<file path="src/rtl/mii_tx_arbiter.sv">
// Round-robin frame arbiter for two MII TX nibble sources: grants whole frames,
// forwards the winner with one register stage, and enforces IFG, start timeout and length limit.
module mii_tx_arbiter #(
    parameter int IFG_NIBBLES       = 24,
    parameter int MAX_FRAME_NIBBLES = 3044,
    parameter int START_TIMEOUT     = 16,
    parameter int CNT_W             = 12
) (
    input  logic       TX_CLK,
    input  logic       RST_PHY,
    input  logic [1:0] REQ,
    input  logic [1:0] REQ_TX_EN,
    input  logic [7:0] REQ_TXD,
    output logic [1:0] GNT,
    output logic       MII_TX_EN,
    output logic [3:0] MII_TXD,
    output logic       MII_TX_ER,
    output logic       BUSY,
    output logic       START_TO,
    output logic       OVERSIZE
);

    typedef enum logic [1:0] {
        IDLE,
        WAIT_SOF,
        XMIT,
        IFG
    } state_t;

    localparam logic [CNT_W-1:0] TO_LAST  = CNT_W'(START_TIMEOUT - 1);
    localparam logic [CNT_W-1:0] MAX_LAST = CNT_W'(MAX_FRAME_NIBBLES);
    localparam logic [CNT_W-1:0] IFG_LAST = CNT_W'(IFG_NIBBLES - 1);
    localparam logic [CNT_W-1:0] CNT_ONE  = CNT_W'(1);

    state_t           state_q, state_d;
    logic [CNT_W-1:0] cnt_q, cnt_d;
    logic             last_q, last_d;
    logic [1:0]       gnt_q, gnt_d;
    logic             tx_en_p1, tx_en_d;
    logic [3:0]       txd_p1, txd_d;
    logic             tx_er_p1, tx_er_d;
    logic             start_to_q, start_to_d;
    logic             oversize_q, oversize_d;

    logic [1:0] elig;
    logic       win;
    logic       g_tx_en;
    logic [3:0] g_txd;

    // A requester still holding TX_EN (e.g. after an abort) is never eligible.
    assign elig    = REQ & ~REQ_TX_EN;
    assign win     = (elig == 2'b10) | ((elig == 2'b11) & ~last_q);
    assign g_tx_en = gnt_q[1] ? REQ_TX_EN[1] : REQ_TX_EN[0];
    assign g_txd   = gnt_q[1] ? REQ_TXD[7:4] : REQ_TXD[3:0];

    always_comb begin
        state_d    = state_q;
        cnt_d      = cnt_q;
        last_d     = last_q;
        gnt_d      = gnt_q;
        tx_en_d    = 1'b0;
        txd_d      = 4'h0;
        tx_er_d    = 1'b0;
        start_to_d = 1'b0;
        oversize_d = 1'b0;
        case (state_q)
            IDLE: begin
                if (elig != 2'b00) begin
                    gnt_d   = win ? 2'b10 : 2'b01;
                    last_d  = win;
                    cnt_d   = '0;
                    state_d = WAIT_SOF;
                end
            end
            WAIT_SOF: begin
                if (g_tx_en) begin
                    tx_en_d = 1'b1;
                    txd_d   = g_txd;
                    cnt_d   = CNT_ONE;
                    state_d = XMIT;
                end else if (cnt_q == TO_LAST) begin
                    gnt_d      = 2'b00;
                    start_to_d = 1'b1;
                    cnt_d      = '0;
                    state_d    = IFG;
                end else begin
                    cnt_d = cnt_q + CNT_ONE;
                end
            end
            XMIT: begin
                if (!g_tx_en) begin
                    gnt_d   = 2'b00;
                    cnt_d   = '0;
                    state_d = IFG;
                end else if (cnt_q == MAX_LAST) begin
                    // Abort cycle: keep TX_EN up for one cycle with TX_ER.
                    tx_en_d    = 1'b1;
                    txd_d      = g_txd;
                    tx_er_d    = 1'b1;
                    oversize_d = 1'b1;
                    gnt_d      = 2'b00;
                    cnt_d      = '0;
                    state_d    = IFG;
                end else begin
                    tx_en_d = 1'b1;
                    txd_d   = g_txd;
                    cnt_d   = cnt_q + CNT_ONE;
                end
            end
            IFG: begin
                if (cnt_q == IFG_LAST) begin
                    cnt_d   = '0;
                    state_d = IDLE;
                end else begin
                    cnt_d = cnt_q + CNT_ONE;
                end
            end
            default: state_d = IDLE;
        endcase
    end

    // Stage p1: registered MII outputs and control state.
    always_ff @(posedge TX_CLK) begin
        if (RST_PHY) begin
            state_q    <= IDLE;
            cnt_q      <= '0;
            last_q     <= 1'b1;
            gnt_q      <= 2'b00;
            tx_en_p1   <= 1'b0;
            txd_p1     <= 4'h0;
            tx_er_p1   <= 1'b0;
            start_to_q <= 1'b0;
            oversize_q <= 1'b0;
        end else begin
            state_q    <= state_d;
            cnt_q      <= cnt_d;
            last_q     <= last_d;
            gnt_q      <= gnt_d;
            tx_en_p1   <= tx_en_d;
            txd_p1     <= txd_d;
            tx_er_p1   <= tx_er_d;
            start_to_q <= start_to_d;
            oversize_q <= oversize_d;
        end
    end

    assign GNT       = gnt_q;
    assign MII_TX_EN = tx_en_p1;
    assign MII_TXD   = txd_p1;
    assign MII_TX_ER = tx_er_p1;
    assign BUSY      = (state_q != IDLE);
    assign START_TO  = start_to_q;
    assign OVERSIZE  = oversize_q;

endmodule
</file>
<file path="config.mk">
export PLATFORM = sky130hd
export DESIGN_NAME = mii_tx_arbiter
export DESIGN_NICKNAME = d
export VERILOG_FILES = /design/src/rtl/mii_tx_arbiter.sv
export SDC_FILE = /design/constraint.sdc
export NUM_CORES = 1
export LEC_CHECK = 0
export ABC_AREA = 1
export CAP_MARGIN = 10
export CORE_ASPECT_RATIO = 0.7
export CORE_MARGIN = 4
export CORE_UTILIZATION = 33
export DETAILED_ROUTE_END_ITERATION = 12
export PLACE_DENSITY_LB_ADDON = 0.08
export SYNTH_ARGS = -nofsm -noshare
export SYNTH_HDL_FRONTEND = slang
export SYNTH_SLANG_ARGS = --single-unit
</file>
<file path="constraint.sdc">
create_clock -name TX_CLK -period 1.4 [get_ports TX_CLK]
set_input_delay 0.21 -clock TX_CLK [delete_from_list [all_inputs] [get_ports TX_CLK]]
set_output_delay 0.21 -clock TX_CLK [all_outputs]
set_load 0.05 [all_outputs]
</file>
## Word-level counts from Yosys, hierarchy flattened

Index checks and enable logic that the tools add are counted.

- Add/subtract/negate cells: 1
- Equality and inequality tests: 14
- Multiplexer cells: 26
- Bitwise gates (word level): 9
- Reduce and logical (&&, ||, !) cells: 12

Operator list:

| kind | count |
|---|---|
| $mux W12 | 6 |
| $pmux W12 S4 | 1 |
| $mux W2 | 12 |
| $add A12 B1 Y12 const B | 1 |
| $eq A12 B12 Y1 const B | 1 |
| $eq A12 B4 Y1 const B | 1 |
| $eq A12 B5 Y1 const B | 1 |
| $reduce_or A3 Y1 | 3 |
| $eq A2 B2 Y1 const B | 4 |
| $ne A2 B2 Y1 const B | 4 |
| $pmux W2 S4 | 1 |
| $ne A3 B3 Y1 const B | 2 |
| $pmux W2 S3 | 1 |
| $not A1 Y1 | 5 |
| $reduce_and A5 Y1 | 1 |
| $mux W1 | 4 |
| $mux W4 | 1 |
| $reduce_and A4 Y1 | 1 |
| $reduce_bool A2 Y1 | 2 |
| $reduce_or A2 Y1 | 2 |
| $reduce_bool A3 Y1 | 1 |
| $and A2 B2 Y2 | 1 |
| $eq A2 B1 Y1 const B | 1 |
| $logic_not A2 Y1 | 1 |
| 4 further kinds | 4 |

- Flip-flop bits (word level): 24
- Input port bits: 14
- Output and inout port bits: 11
- Logic and storage cells: 70

## Depth between registers and ports, before layout

Gate-level depths: netlist (run 1).

- Depth after elaboration: 8
- Mapped depth: 11
- Mapped depth without buffers: 11

## Worst setup path before layout (run 1)

Ideal clock, no wire load.

- Path kind: reg2reg
- Start point: register gnt_q[1] (netlist: GNT[1])
- End point: register cnt_q[10]
- Library setup time: 0.132 ns
- Arrival: 1.491 ns
- Data required time: 1.268 ns
- Setup slack: -0.223 ns
- Stages on the path, launching flop included: 10
- Buffers on the path: 2
- Clock period less this slack: 1.623 ns
- Path through: dfxtp_1 -> buf_6 -> nand2_2 -> o21ai_4 -> nor2_4 -> nand2_2 -> nand3_2 -> buf_6 -> nand3b_1 -> a21oi_1

- Word-level cells in the longest chain between the ends: 3
- Elaborated cells on any way between the ends: 4
- Classes of those cells: 4 x mux

Ends and longest elaborated chain:

| element | line | source |
|---|---|---|
| start: declaration | 38 | `logic [1:0] gnt_q, gnt_d;` |
| start signal: assignment | 138 | `gnt_q <= gnt_d;` |
| $mux W1 (*) | 53 | `assign g_tx_en = gnt_q[1] ? REQ_TX_EN[1] : REQ_TX_EN[0];` |
| $mux W12, on equally long branches | 91, 76 |  |
| $pmux W12 S4 (*) | 66 | `case (state_q)` |
| end signal: assignment | 136 | `cnt_q <= cnt_d;` |
| end: declaration | 36 | `logic [CNT_W-1:0] cnt_q, cnt_d;` |

Every way passes the cells marked *; elsewhere a longest branch is shown, timed or not.
A chain may end at the register's enable or synchronous reset.

## Worst setup path after layout (run 1)

- Start point: register cnt_q[0]
- End point: register state_q[0]

- Word-level cells in the longest chain between the ends: 3
- Elaborated cells on any way between the ends: 7
- Classes of those cells: 6 x eq/ne; 1 x reduce/logical

Ends and longest elaborated chain:

| element | line | source |
|---|---|---|
| $eq A12 B12 Y1 (tied with other cells) | 95 | `end else if (cnt_q == MAX_LAST) begin` |
| $ne A3 B3 Y1 (no source line) or $ne A2 B2 Y1 (tied branches) | - |  |
| $reduce_and A4 Y1 (no source line) (*) | - |  |
| end signal: assignment | 135 | `state_q <= state_d;` |
| end: declaration | 35 | `state_t state_q, state_d;` |

Marks and branches as above.

==> results of run 1 <==
-- registers in the layout, summed over array words and instances, names as in the netlist --
register,count
cnt_q,12
last_q,1
OVERSIZE,1
state_q,2
MII_TX_EN,1
MII_TXD,4
START_TO,1
GNT,2
-- metal layers --
metal  GRT usage  part of all wire
met1      0.2386              0.52
met2      0.2239              0.44
met3     0.03093             0.035
met4     0.03396            0.0047
met5           0                 0
-- power breakdown --
part / internal [mW] / total, mW / switching, mW
clock network: 0.252 / 0.495 / 0.243
registers: 0.788 / 0.880 / 0.0922
logic: 1.20 / 2.45 / 1.25
total: 2.24 / 3.82 / 1.58
-- placed cells by master (no fill, tap or decap), types with 4 or more instances in the layout --
| cell | n |
|---|---|
| inv_2 | 4 |
| nand3_1 | 13 |
| buf_12 | 12 |
| buf_4 | 55 |
| nand2_1 | 53 |
| clkdlybuf4s50_1 | 13 |
| dfxtp_1 | 17 |
| nor2_4 | 5 |
| nand3_4 | 5 |
| a21oi_1 | 12 |
| a21oi_2 | 8 |
| o21ai_1 | 4 |
| clkbuf_8 | 4 |
| dfxtp_2 | 4 |
| nor2_1 | 17 |
| nand3_2 | 6 |
| inv_1 | 27 |
| nand2_2 | 9 |
| o21ai_0 | 5 |
-- final timing paths --
kind,startpoint,to,slack (ps),depth (start not counted)
worst min-delay path,REQ_TXD[3],MII_TXD[3],480,3
worst max-delay path,cnt_q[0],state_q[0],-110,11
worst max register to register,cnt_q[0],state_q[0],-110,11
worst min register to register,last_q,last_q,510,2
-- kinds of logic (layout without fill, tap and decap cells) --
group,count (synthesis),count (layout),share of synthesized area
adder cells (fa/ha/maj),6,6,0.05025
AO/OA/AOI/OAI,34,34,0.1290
buffers and inverters,41,121,0.1231
flip-flops,24,24,0.3216
AND/OR/NAND/NOR,120,120,0.3643
XOR/XNOR,2,2,0.01173
-- final cells by class --
| cell class | instances | area, um2 |
|---|---|---|
| Fill cell | 416 | 1704 |
| Multi-Input combinational cell | 162 | 1054 |
| Timing Repair Buffer | 83 | 830.8 |
| Sequential cell | 24 | 496.7 |
| Inverter | 34 | 145.1 |
| Tap cell | 55 | 68.82 |
| Clock buffer | 4 | 55.05 |
-- timing repair --
action / 4_1_cts / 5_1_grt
gates resized for setup: 18 / 50
gates cloned: 0 / 1
pin swaps: 1 / 14
endpoints found under the setup margin: 16 / 21
setup buffers: 4 / 6
-- worst max-delay path, cell delays in order, from the launching register on --
cell	delay [ps]
dfxtp_4	390
ha_4	160
nand2_4	60
inv_4	60
nand2_4	60
nor2_2	90
nand2_2	80
nand2_4	90
nand3_4	90
buf_12	160
o21ai_2	120
nor2_1	60
-- metrics by stage --
| stage | hold slack [ps] | cells | total power [mW] | util |
|---|---|---|---|---|
| 6_report | 481.2 | 362 | 3.825 | 0.6086 |
| 5_1_grt | 491.8 | 362 | 4.071 | 0.6086 |
| 4_1_cts | 472.8 | 355 | 3.413 | 0.5471 |
| 3_5_place_dp | 483.7 | 348 | 2.840 | 0.5213 |
| 3_3_place_gp | 483.1 | 348 | 2.831 | 0.5213 |
| 2_1_floorplan | 288.0 | 227 | 1.851 | - |
==> out/results.ini, run 1 <==
[status]
status = finished with violations
failed_checks = setup timing

[drt]
vias = 1652
ant_nets = 0
drt-total-wl_mm = 4.431
vias_per_cell = 4.564
drt_first_pass_iters = 4
drc_errors = 0
wl_per_cell_um = 12.24
drt-initial-drc-count = 54

[timing]
clock_skew_ps = 2.770
post-route-period-util = 1.077
max_slew_margin = 0.7817
worst_pin_slew_ps = 327.1
min_period_ps = 1508
maxSlewViolCount = 0
fin_setup_tns_ps = -942.1
setup_ws_ps = -108.3
rsz0062_at_grt = yes
clock.fmax_ghz = 0.6630
setup_viol_count_final = 16
final_hold_viol_count = 0

[worst_setup_path]
cp-start-kind = flip-flop
end_kind = flip-flop
cp.required_ps = 1570
crit_fanout = 7
cp_data_arrival_time_ps = 1680
setup.worst_path.class = flip-flop to flip-flop

[clocking]
cts_buffer_depth = 2
clock_latency_ps = 270
cts-hold-fix-buffers = 0
cts_made_buffers = 3
path_clk_slew_ps = 90
cts_sinks = 24
cts-root-buf = clkbuf_8
cts_tree = built
htree_levels = 1

[yosys]
ys_seq_elements = 24
ys_top_cells_by_count = nand2_1 (59), inv_1 (32), dfxtp_1 (24), nand3_1 (21)
post_synth_main_area_contributors = dfxtp_1 (32%), nand2_1 (15%), inv_1 (8.0%), nand3_1 (7.0%), a21oi_1 (6.7%)
yosysMostFrequentCell = nand2_1
ys_seq_area_frac = 0.3216
yosysWarnings = 0
syn_inst = 227
syn_area_um2 = 1494
synth_area_leader_cell = dfxtp_1
synth_enable_flop_cells = 0
synthDistinctLibCells = 28
synth_fp_nets = 247
ys_async_sr_fraction = 0
syn_area_per_cell_um2 = 6.581
synth_ff_type = dfxtp_1
synth_top_area_share = 0.3216

[global_route]
gr-usage-all-layers = 0.1567
grt_first_pass_wirelength_mm = 7.051
grt-ovfl-total = 0
grt_pass1_vias = 1510
grt_max_degree = 14
grt_antenna_before_repair = 0

[cells_and_area]
drive_gt1_frac = 0.4463
nNetsFinal = 328
final_area_um2 = 2650
diodes = 0
syn2layout_area_growth_pct = 77.39

[power]
vdd_drop_max_v = 0.0009805
power_density_nw_per_um2 = 1443
p_leak_nw = 1.161

[die]
ios = 25
die-area_um2 = 5685
core_um2 = 4354
initial_utilization = 0.3431
die_h_um = 64.30
die_w_um = 88.42
rows = 20

[worst_hold_path]
hp-class = primary input to flip-flop

[placed_design]
pre_cts_slack_ps = -245.2
portBuffers = 24
hpwl_mm = 3.211
dpl-instance-area_um2 = 2270
gp_congestion = 0.7935

[job]
drv_cap = 0

No activity file was read; power rests on OpenSTA's default activity.
==> inputs of run 2 (changes only) <==
- ABC_AREA: 1 -> 0
- GPL_ROUTABILITY_DRIVEN: default -> 0
==> run 2 against run 1 <==
The run still ends with setup timing left. Fmax down 35%. Global-route usage is 1.0 points higher. Non-clock buffer count unchanged. First-iteration DRC count fell by 13%. Clock power up 24%. Critical path type unchanged. Largest cell class unchanged.
==> out/results.ini, run 2 <==
[status]
status = finished with violations
failed_checks = setup timing

[global_route]
grt-busiest-layer = met2
grt_pass1_vias = 1346
grt_use_met3 = 0.04613
grt-ovfl-total = 0
grt_antenna_before_repair = 0
grt_max_degree = 15
gr-usage-all-layers = 0.1672
met1_usage = 0.2239
use_met2 = 0.2797
grt_first_pass_wirelength_mm = 6.679

[worst_setup_path]
r2r-start = cnt_q[7]
cp_data_arrival_time_ps = 2510
crit_start = cnt_q[7]
r2r_end = state_q[0]
cp.required_ps = 1570
r2r_setup_slack_ps = -940
cp_num_buf_inv = 1
critPathMostFrequentCell = or4_4
crit_fanout = 4
cpPeakStageDelay_ps = 530
worstPathCellList = or4_4, or4_4, a221oi_4, buf_4, a21oi_1, a311oi_1
end_kind = flip-flop
reg2regPathDepth = 6
setup.worst_path.class = flip-flop to flip-flop
cp-start-kind = flip-flop
critPathTopFamily = simple AND/OR/NAND/NOR gates
worst_path_max_delay_cell = or4_4

[cells_and_area]
diodes = 0
top_register = cnt_q
instances_no_fill = 287
largest_reg_flops = 12
drive_gt1_frac = 0.4304
utilization = 0.6292
layout_common_cells = buf_4 (55), nand2_1 (20), dfxtp_1 (18)
syn2layout_area_growth_pct = 76.15
nNetsFinal = 258
final_common_cell = buf_4

[timing]
clock.fmax_ghz = 0.4282
setup_viol_count_final = 21
clock_skew_ps = 1.131
worst_pin_slew_ps = 376.7
rsz0062_at_grt = yes
final_hold_viol_count = 0
worst_hold_slack_ps = 532.6
post-route-period-util = 1.668
max_slew_margin = 0.7488
min_period_ps = 2335
maxSlewViolCount = 0
setup_ws_ps = -935.1

[clocking]
path_clk_slew_ps = 90
cts_buffer_depth = 2
clock_latency_ps = 270
cts_sinks = 24
cts_tree = built
cts_made_buffers = 3
cts-root-buf = clkbuf_8
htree_levels = 1

[die]
core_um2 = 3671
die_w_um = 83.34
initial_utilization = 0.3572
ios = 25
die-area_um2 = 5062
die_h_um = 60.74
rows = 18

[worst_hold_path]
hp-class = flip-flop to flip-flop
holdPathEnd = cnt_q[10]
min_from = cnt_q[10]
hold_depth = 2

[yosys]
syn_inst = 158
synth_fp_nets = 178
synth-simple-area-share = 0.2548
post_synth_main_area_contributors = dfxtp_1 (37%), ha_1 (5.7%), nand2_1 (5.7%), mux2i_1 (3.8%), nor2_1 (3.1%)
synthMuxAreaShare = 0.03817
ys_seq_area_frac = 0.3664
ys_async_sr_fraction = 0
synth_ff_type = dfxtp_1
synth-xor-area-share = 0.05344
synth_top_family_by_area = simple AND/OR/NAND/NOR gates
synth_area_leader_cell = dfxtp_1
synth_top_area_share = 0.3664
yosysWarnings = 0
synthAdderAreaFrac = 0.05725
syn_area_um2 = 1311
synth_compound_area_frac = 0.1727
synthDistinctLibCells = 41
yosysMostFrequentCell = dfxtp_1
synth_enable_flop_cells = 0
ys_top_cells_by_count = dfxtp_1 (24), nand2_1 (20), nor2_1 (11), inv_1 (10), a21oi_1 (8)
syn_area_per_cell_um2 = 8.299
ys_seq_elements = 24

[placed_design]
hpwl_mm = 3.062
placed_cells = 279
portBuffers = 24
pre_cts_slack_ps = -912.3

[drt]
drc_errors = 0
ant_nets = 0
wl_per_cell_um = 13.92
drt-total-wl_mm = 3.995
drt-initial-drc-count = 47
vias = 1391
drt_first_pass_iters = 4
vias_per_cell = 4.847

[power]
vdd_drop_max_v = 0.001054
power_density_nw_per_um2 = 1409
p_leak_nw = 0.9410

[job]
drv_cap = 0

## run 2: cell count changes after synthesis, sizes merged, moves of 5 or more
cell	delta
a21oi	-12
clkbuf	+5
inv	-23
mux2i	+5
nand2	-45
nand3	-18
nor2	-14
## run 2: final cells by class
cell class | instances | area, um2
Clock buffer | 3 | 41.29
Clock inverter | 1 | 30.03
Fill cell | 319 | 1361
Inverter | 10 | 41.29
Multi-Input combinational cell | 116 | 838.3
Sequential cell | 24 | 488.0
Tap cell | 50 | 62.56
Timing Repair Buffer | 83 | 808.3
## run 2: metrics by stage
step	cell area (um2)	TNS, ps	power [mW]
CTS	2280	-13910	3.224
floorplan	1330	-12090	1.588
detailed placement	2110	-14070	2.464
global route	2310	-16440	3.419
global placement	2110	-13430	2.433
finish	2310	-14790	3.256
## run 2: kinds of logic (layout without fill, tap and decap cells)
family	after synthesis	count (layout)
flops	24	24
fa+ha+maj	6	6
xor+xnor	8	8
simple gates	65	65
buf+inv	18	97
compound gates	32	32
mux	5	5
## run 2: layer usage
metal	vias to the layer above	routed length (um)
met3	2	227
li1	709	-
met1	647	1952
met4	0	17
met2	33	1798
met5	-	0
## run 2: worst reg2reg max path, cell delays in order, from the launching register on
cell and delay [ps]:
dfxtp_2 330, or4_4 530, or4_4 520, a221oi_4 370, buf_4 180, a21oi_1 70
a311oi_1 240
## run 2: worst max-delay path by stage
stage	end	slack, ps	depth (start not counted)
after global routing	state_q[0]	-1000	6
after global placement	cnt_q[8]	-830	6
after floorplan	cnt_q[4]	-820	6
after detailed placement	state_q[0]	-910	6
final	state_q[0]	-940	6
after CTS	state_q[0]	-920	6
## run 2: what timing repair did
action,4_1_cts,5_1_grt
setup endpoints to repair,24,25
pin swaps,5,1
hold buffers,0,0
setup buffers,4,1
gates resized for setup,19,6
## run 2: report_power, final
group          total [mW]  internal (mW)  switching (mW)  leakage (nW)
clock               0.613          0.382           0.231        0.0357
combinational        1.81          0.931           0.877         0.708
sequential          0.835          0.761          0.0735         0.197
total                3.26           2.07            1.18         0.941
